File: src/rtl/gcd_bridge_pkg.sv
// Shared register map, STATUS bit positions and result width for the GCD Wishbone bridge.
package gcd_bridge_pkg;

  localparam int GCD_W = 16;

  localparam logic [3:0] OFS_OPERANDS = 4'h0;
  localparam logic [3:0] OFS_RESULT   = 4'h4;
  localparam logic [3:0] OFS_STATUS   = 4'h8;

  localparam int ST_REQ_FULL   = 0;
  localparam int ST_REQ_EMPTY  = 1;
  localparam int ST_RESP_FULL  = 2;
  localparam int ST_RESP_EMPTY = 3;
  localparam int ST_OVF        = 4;
  localparam int ST_UDF        = 5;

  function automatic logic [31:0] status_word(input logic req_full, input logic req_empty,
                                              input logic resp_full, input logic resp_empty,
                                              input logic ovf, input logic udf);
    logic [31:0] s;
    s = '0;
    s[ST_REQ_FULL]   = req_full;
    s[ST_REQ_EMPTY]  = req_empty;
    s[ST_RESP_FULL]  = resp_full;
    s[ST_RESP_EMPTY] = resp_empty;
    s[ST_OVF]        = ovf;
    s[ST_UDF]        = udf;
    return s;
  endfunction

endpackage

File: src/rtl/gcd_bridge_fifo.sv
// Power-of-two synchronous FIFO with first-word-fall-through head and occupancy counter.
module gcd_bridge_fifo #(
  parameter int WIDTH = 32,
  parameter int DEPTH = 4
) (
  input  logic             clk,
  input  logic             reset,
  input  logic             i_push,
  input  logic [WIDTH-1:0] i_data,
  input  logic             i_pop,
  output logic             o_full,
  output logic             o_empty,
  output logic [WIDTH-1:0] o_head
);

  localparam int AW = $clog2(DEPTH);
  localparam int CW = AW + 1;

  logic [WIDTH-1:0] r_mem [DEPTH];
  logic [AW-1:0]    r_wr_ptr;
  logic [AW-1:0]    r_rd_ptr;
  logic [CW-1:0]    r_count;
  logic             w_do_push;
  logic             w_do_pop;

  assign o_full    = (r_count == CW'(DEPTH));
  assign o_empty   = (r_count == '0);
  assign o_head    = r_mem[r_rd_ptr];
  assign w_do_pop  = i_pop & ~o_empty;
  // A full FIFO still takes a write when the head leaves on the same edge.
  assign w_do_push = i_push & (~o_full | w_do_pop);

  always_ff @(posedge clk or posedge reset) begin
    if (reset) begin
      r_wr_ptr <= '0;
      r_rd_ptr <= '0;
      r_count  <= '0;
    end else begin
      if (w_do_push) r_wr_ptr <= r_wr_ptr + AW'(1);
      if (w_do_pop)  r_rd_ptr <= r_rd_ptr + AW'(1);
      case ({w_do_push, w_do_pop})
        2'b10:   r_count <= r_count + CW'(1);
        2'b01:   r_count <= r_count - CW'(1);
        default: r_count <= r_count;
      endcase
    end
  end

  always_ff @(posedge clk) begin
    if (w_do_push) r_mem[r_wr_ptr] <= i_data;
  end

endmodule

File: src/rtl/gcd_wb_bridge.sv
// Wishbone slave feeding operand pairs to a GCD unit and buffering its results.
// Define GCD_BRIDGE_IRQ_EN to get a registered result-available interrupt on irq.
module gcd_wb_bridge
  import gcd_bridge_pkg::*;
#(
  parameter int          FIFO_DEPTH = 4,
  parameter logic [31:0] BASE_ADDR  = 32'h3000_0000
) (
  input  logic             clk,
  input  logic             reset,
  input  logic             wbs_cyc_i,
  input  logic             wbs_stb_i,
  input  logic             wbs_we_i,
  input  logic [3:0]       wbs_sel_i,
  input  logic [31:0]      wbs_adr_i,
  input  logic [31:0]      wbs_dat_i,
  output logic             wbs_ack_o,
  output logic [31:0]      wbs_dat_o,
  output logic [31:0]      req_msg,
  output logic             req_val,
  input  logic             req_rdy,
  input  logic [GCD_W-1:0] resp_msg,
  input  logic             resp_val,
  output logic             resp_rdy,
  output logic             irq
);

  logic             w_hit;
  logic [3:0]       w_ofs;
  logic             w_wr_ops;
  logic             w_rd_res;
  logic             w_wr_sts;
  logic             w_rd_sts;
  logic             w_req_full;
  logic             w_req_empty;
  logic             w_req_pop;
  logic             w_resp_full;
  logic             w_resp_empty;
  logic             w_resp_push;
  logic [GCD_W-1:0] w_resp_head;
  logic             w_ovf_set;
  logic             w_udf_set;
  logic [31:0]      w_rdata;
  logic             r_ack;
  logic [31:0]      r_dat;
  logic             r_ovf;
  logic             r_udf;

  assign w_ofs    = wbs_adr_i[3:0];
  assign w_hit    = wbs_cyc_i & wbs_stb_i & ~r_ack & (wbs_adr_i[31:4] == BASE_ADDR[31:4]);
  assign w_wr_ops = w_hit & wbs_we_i & (w_ofs == OFS_OPERANDS) & (wbs_sel_i == 4'hF);
  assign w_rd_res = w_hit & ~wbs_we_i & (w_ofs == OFS_RESULT);
  assign w_wr_sts = w_hit & wbs_we_i & (w_ofs == OFS_STATUS);
  assign w_rd_sts = w_hit & ~wbs_we_i & (w_ofs == OFS_STATUS);

  assign w_req_pop   = ~w_req_empty & req_rdy;
  assign w_resp_push = resp_val & ~w_resp_full;
  assign w_ovf_set   = w_wr_ops & w_req_full & ~w_req_pop;
  assign w_udf_set   = w_rd_res & w_resp_empty;

  gcd_bridge_fifo #(.WIDTH(32), .DEPTH(FIFO_DEPTH)) u_req_fifo (
    .clk     (clk),
    .reset   (reset),
    .i_push  (w_wr_ops),
    .i_data  (wbs_dat_i),
    .i_pop   (w_req_pop),
    .o_full  (w_req_full),
    .o_empty (w_req_empty),
    .o_head  (req_msg)
  );

  gcd_bridge_fifo #(.WIDTH(GCD_W), .DEPTH(FIFO_DEPTH)) u_resp_fifo (
    .clk     (clk),
    .reset   (reset),
    .i_push  (w_resp_push),
    .i_data  (resp_msg),
    .i_pop   (w_rd_res),
    .o_full  (w_resp_full),
    .o_empty (w_resp_empty),
    .o_head  (w_resp_head)
  );

  assign req_val  = ~w_req_empty;
  assign resp_rdy = ~w_resp_full;

  // Zero unless this cycle accepts a read, so the registered bus data idles at 0.
  always_comb begin
    w_rdata = '0;
    if (w_rd_res && !w_resp_empty) begin
      w_rdata = {{(32-GCD_W){1'b0}}, w_resp_head};
    end else if (w_rd_sts) begin
      w_rdata = status_word(w_req_full, w_req_empty, w_resp_full, w_resp_empty, r_ovf, r_udf);
    end
  end

  always_ff @(posedge clk or posedge reset) begin
    if (reset) begin
      r_ack <= 1'b0;
      r_dat <= '0;
      r_ovf <= 1'b0;
      r_udf <= 1'b0;
    end else begin
      r_ack <= w_hit;
      r_dat <= w_rdata;
      if (w_ovf_set)                            r_ovf <= 1'b1;
      else if (w_wr_sts && wbs_dat_i[ST_OVF])   r_ovf <= 1'b0;
      if (w_udf_set)                            r_udf <= 1'b1;
      else if (w_wr_sts && wbs_dat_i[ST_UDF])   r_udf <= 1'b0;
    end
  end

  assign wbs_ack_o = r_ack;
  assign wbs_dat_o = r_dat;

`ifdef GCD_BRIDGE_IRQ_EN
  logic r_irq;
  always_ff @(posedge clk or posedge reset) begin
    if (reset) r_irq <= 1'b0;
    else       r_irq <= ~w_resp_empty;
  end
  assign irq = r_irq;
`else
  assign irq = 1'b0;
`endif

endmodule

File: config.mk
export PLATFORM = sky130hd
export DESIGN_NAME = gcd_wb_bridge
export DESIGN_NICKNAME = d
export VERILOG_FILES = /design/src/rtl/gcd_bridge_pkg.sv /design/src/rtl/gcd_bridge_fifo.sv /design/src/rtl/gcd_wb_bridge.sv
export SDC_FILE = /design/constraint.sdc
export NUM_CORES = 1
export LEC_CHECK = 0
export BUFFER_PORTS_ARGS = -buffer_cell sky130_fd_sc_hd__buf_2
export CAP_MARGIN = 15
export CORE_UTILIZATION = 35
export DETAILED_ROUTE_END_ITERATION = 8
export MAX_ROUTING_LAYER = met4
export SYNTH_ARGS = -nofsm -noshare
export SYNTH_HDL_FRONTEND = slang
export SYNTH_SLANG_ARGS = --single-unit
File: constraint.sdc
create_clock -name clk -period 3.2 [get_ports clk]
set_input_delay 0.64 -clock clk [delete_from_list [all_inputs] [get_ports clk]]
set_output_delay 0.64 -clock clk [all_outputs]
set_load 0.005 [all_outputs]
==> report_table.html <==
<table>
<tr><th>Metric</th><th>Value</th></tr>
<tr><th colspan="2">STA</th></tr>
<tr><td>Actual slew at the worst max-slew pin</td><td>960 ps</td></tr>
<tr><td>Worst rel slew slack</td><td>0.360</td></tr>
<tr><td>Period Utilization, post-route</td><td>0.862</td></tr>
<tr><td>Unrepaired setup endpoints after global routing</td><td>false</td></tr>
<tr><td>Number of pins with negative max-slew slack in the final report</td><td>0</td></tr>
<tr><td>Achievable frequency</td><td>0.362 GHz</td></tr>
<tr><td>Clk_skew</td><td>7.12 ps</td></tr>
<tr><td>Final setup violation count</td><td>0</td></tr>
<tr><td>Min Tclk post-route</td><td>2760 ps</td></tr>
<tr><td>Hold Vio Cnt, Final</td><td>0</td></tr>
<tr><td>Sum of negative setup slack</td><td>0 ps</td></tr>
<tr><th colspan="2">GRT</th></tr>
<tr><td>Number of antenna violations at the first check in global routing</td><td>1</td></tr>
<tr><td>All-Layer GR Usage</td><td>0.137</td></tr>
<tr><td>Vias in the first global route</td><td>4816</td></tr>
<tr><td>Global route overflow</td><td>0</td></tr>
<tr><td>Maximum number of pins on one net before global-route repair</td><td>34</td></tr>
<tr><td>Global-route wire length before repair</td><td>26.7 mm</td></tr>
<tr><th colspan="2">Detailed routing</th></tr>
<tr><td>Total routed wirelength</td><td>17.1 mm</td></tr>
<tr><td>Violation count after the first detailed-route iteration</td><td>199</td></tr>
<tr><td>WL per Instance</td><td>18.5 um</td></tr>
<tr><td>Count of TritonRoute iterations in the first routing pass</td><td>4</td></tr>
<tr><td>Via count</td><td>4363</td></tr>
<tr><td>Antenna-violating nets left</td><td>0</td></tr>
<tr><td>Vias per inst</td><td>4.73</td></tr>
<tr><td>Count of unresolved DRC violations after routing</td><td>0</td></tr>
<tr><th colspan="2">Pwr</th></tr>
<tr><td>Cell-internal power</td><td>5.69 mW</td></tr>
<tr><td>Peak supply drop</td><td>0.000360 V</td></tr>
<tr><td>Fraction of power consumed by the clock network</td><td>0.341</td></tr>
<tr><td>Total power per unit cell area</td><td>709 nW/um^2</td></tr>
<tr><td>Share of total power in sequential cells</td><td>0.484</td></tr>
<tr><td>Combinational fraction of design power</td><td>0.175</td></tr>
<tr><td>Total leakage power</td><td>3.97 nW</td></tr>
<tr><td>NetSw</td><td>1.91 mW</td></tr>
<tr><td>Switching portion of total power</td><td>0.252</td></tr>
<tr><th colspan="2">Cells and area</th></tr>
<tr><td>Fraction of layout cells with a size suffix above 1</td><td>0.434</td></tr>
<tr><td>Final core occ</td><td>0.437</td></tr>
<tr><td>Area added between synthesis and finish</td><td>21.6%</td></tr>
<tr><td>Number of nets in the finished design</td><td>683</td></tr>
<tr><td>Final std cells w/o fill</td><td>922</td></tr>
<tr><th colspan="2">Synthesis</th></tr>
<tr><td>Syn avg cell area</td><td>21.4 um^2</td></tr>
<tr><td>Leading post-synthesis cells by instance count</td><td>edfxtp_1 (192), mux4_2 (48), dfrtp_1 (33), buf_4 (17), and2_1 (15)</td></tr>
<tr><td>Synthesis-stage register bit count</td><td>225</td></tr>
<tr><td>Most frequently used cell type in the post-synthesis netlist</td><td>edfxtp_1</td></tr>
<tr><td>Biggest area consumer among synthesized cells</td><td>edfxtp_1</td></tr>
<tr><td>Sequential element share of the synthesized area</td><td>0.747</td></tr>
<tr><td>Synth warn</td><td>0</td></tr>
<tr><td>Post-synthesis instance total</td><td>413</td></tr>
<tr><td>Fraction of post-synthesis cell area in the top cell type by area</td><td>0.654</td></tr>
<tr><td>Area of the mapped netlist</td><td>8820 um^2</td></tr>
<tr><td>Top flip-flop cell by instance count after synthesis</td><td>edfxtp_1</td></tr>
<tr><td>Number of distinct library cell variants in the gate-level netlist after synthesis</td><td>39</td></tr>
<tr><td>Post-synth EDFFs</td><td>192</td></tr>
<tr><td>Cell types with the largest area share after synthesis</td><td>edfxtp_1 (65%), mux4_2 (12%), dfrtp_1 (9.4%)</td></tr>
<tr><td>Async S/R FF share, synth</td><td>0.147</td></tr>
<tr><th colspan="2">Critical path</th></tr>
<tr><td>Kind of end point of the critical path</td><td>output pin</td></tr>
<tr><td>FF-to-FF setup slack</td><td>660 ps</td></tr>
<tr><td>CP startpoint kind</td><td>flip-flop</td></tr>
<tr><td>Arrival @ worst endpoint</td><td>2120 ps</td></tr>
<tr><td>Highest net fanout along the worst path</td><td>17</td></tr>
<tr><td>Kind of critical path</td><td>flip-flop to output pin</td></tr>
<tr><td>Data required time at the worst endpoint</td><td>2560 ps</td></tr>
<tr><td>R2r worst-path depth</td><td>9</td></tr>
<tr><td>Crit Reg-Reg Endpoint</td><td>u_resp_fifo.r_count[2]</td></tr>
<tr><td>Startpoint of the lowest-slack register-to-register path</td><td>wbs_ack_o</td></tr>
<tr><th colspan="2">Clocking</th></tr>
<tr><td>Number of instances resized during post-cts repair</td><td>0</td></tr>
<tr><td>Number of CTS-inserted buffers</td><td>24</td></tr>
<tr><td>Total clock sinks</td><td>225</td></tr>
<tr><td>Maximum buffer depth of the clock tree</td><td>3</td></tr>
<tr><td>Quantity of hold-fixing buffers added after cts</td><td>0</td></tr>
<tr><td>Source-to-sink clock delay at the later pin of the worst-skew pair</td><td>500 ps</td></tr>
<tr><td>Root Buffer Master</td><td>clkbuf_16</td></tr>
<tr><td>Clock Pin Slew Worst Setup and Hold Paths</td><td>60 ps</td></tr>
<tr><td>TritonCTS clock tree</td><td>yes</td></tr>
<tr><td>Maximum level of the CTS H-tree</td><td>1</td></tr>
<tr><td>Number of setup buffers added after CTS</td><td>0</td></tr>
<tr><th colspan="2">Run status</th></tr>
<tr><td>Outcome</td><td>completed</td></tr>
<tr><th colspan="2">Placed design</th></tr>
<tr><td>Final RePlAce weighted congestion</td><td>0.721</td></tr>
<tr><td>Hpwl dp</td><td>11.3 mm</td></tr>
<tr><td>Placed insts</td><td>878</td></tr>
<tr><td>Number of port buffers</td><td>141</td></tr>
<tr><th colspan="2">Floorplan</th></tr>
<tr><td>Total die area</td><td>25800 um^2</td></tr>
<tr><td>Starting density of the core</td><td>0.359</td></tr>
<tr><td>Die Span X</td><td>161 um</td></tr>
<tr><td>Cell row count</td><td>57</td></tr>
<tr><td>Core outline area</td><td>24500 um^2</td></tr>
<tr><td>Top-level I/O count</td><td>159</td></tr>
<tr><td>Overall die height</td><td>161 um</td></tr>
<tr><th colspan="2">Flow run</th></tr>
<tr><td>Total of max-cap violations</td><td>0</td></tr>
<tr><th colspan="2">Worst hold path</th></tr>
<tr><td>Hold Crit Class</td><td>input port to async pin</td></tr>
</table>
## sequential cells by signal, indices dropped and copies added, names as in the netlist, 2 cells and up
signal,flops
u_req_fifo.r_mem,128
u_resp_fifo.r_mem,64
wbs_dat_o,16
u_req_fifo.r_count,3
u_resp_fifo.r_count,3
u_req_fifo.r_rd_ptr,2
u_req_fifo.r_wr_ptr,2
u_resp_fifo.r_rd_ptr,2
u_resp_fifo.r_wr_ptr,2
## area by class of cell
type / instances / area, um^2
Antenna cell: 1 / 2.50
Timing Repair Buffer: 155 / 873
Fill cell: 2178 / 13800
Clock inverter: 12 / 88.8
Tap cell: 324 / 405
Sequential cell: 225 / 6590
Multi-Input combinational cell: 160 / 2050
Clock buffer: 31 / 658
Inverter: 14 / 52.6
## power groups by stage
stage                     sequential (mW)  combinational (mW)  clock (mW)
final                                3.68                1.33        2.60
after global routing                 3.72                1.46        2.79
after CTS                            3.70                1.36        2.69
after detailed placement             3.76                1.35           0
after global placement               3.73                1.32           0
after floorplan                      3.56               0.952           0
## placed cells by master (no fill, tap or decap), types with 3 or more instances in the layout
cell type / n
a22o_1: 4
and2_1: 11
and2_2: 4
and3_1: 4
buf_12: 5
buf_2: 141
buf_4: 9
clkbuf_1: 5
clkbuf_16: 25
clkinv_2: 10
conb_1: 17
dfrtp_1: 31
edfxtp_1: 192
ha_1: 10
inv_1: 14
mux4_2: 48
nand2_1: 5
nor2_1: 4
nor3_1: 6
nor4_4: 6
o31ai_1: 3
xnor2_1: 5
xor2_1: 7
## metal layers
metal  vias to the layer above  global-route usage  wire (um)
met5                         -                   -          0
met4                         0              0.0313        315
met3                        33              0.0282        891
met2                       136               0.238       8950
met1                      2237               0.165       6930
li1                       1957                   -          -
## critical path: stages, from the launching register on
cell	delay [ps]
dfrtp_2	670
buf_12	260
mux4_2	540
buf_2	150
## worst max path at each step
| stage | slack (ps) | start | depth (start not counted) | to |
|---|---|---|---|---|
| 6_report | 440 | u_req_fifo.r_rd_ptr[0] | 3 | req_msg[18] |
| 5_1_grt | 300 | u_req_fifo.r_rd_ptr[0] | 3 | req_msg[11] |
| 2_1_floorplan | 290 | wbs_adr_i[18] | 10 | u_resp_fifo.r_count[2] |
| 4_1_cts | 340 | u_req_fifo.r_rd_ptr[0] | 3 | req_msg[11] |
| 3_5_place_dp | 260 | wbs_adr_i[17] | 10 | u_resp_fifo.r_count[2] |
| 3_3_place_gp | 380 | wbs_adr_i[18] | 10 | u_resp_fifo.r_count[2] |
## per-stage QoR
stage          setup slack [ps]  instance area (um^2)  power, mW  hold WS [ps]
6_report                    441                 10700       7.61           236
3_3_place_gp                378                  9970       5.05           510
3_5_place_dp                259                  9970       5.11           496
2_1_floorplan               287                  8880       4.52           465
5_1_grt                     304                 10700       7.98           255
4_1_cts                     341                 10700       7.75           239
## cells by family after synthesis
logic type,share of synthesized area
buf+inv,0.0275
compound gates,0.00936
xor+xnor,0.0119
other cells,0.000425
mux,0.127
flops,0.747
fa+ha+maj,0.0187
simple gates,0.0572
No activity file was read; power rests on OpenSTA's default activity.
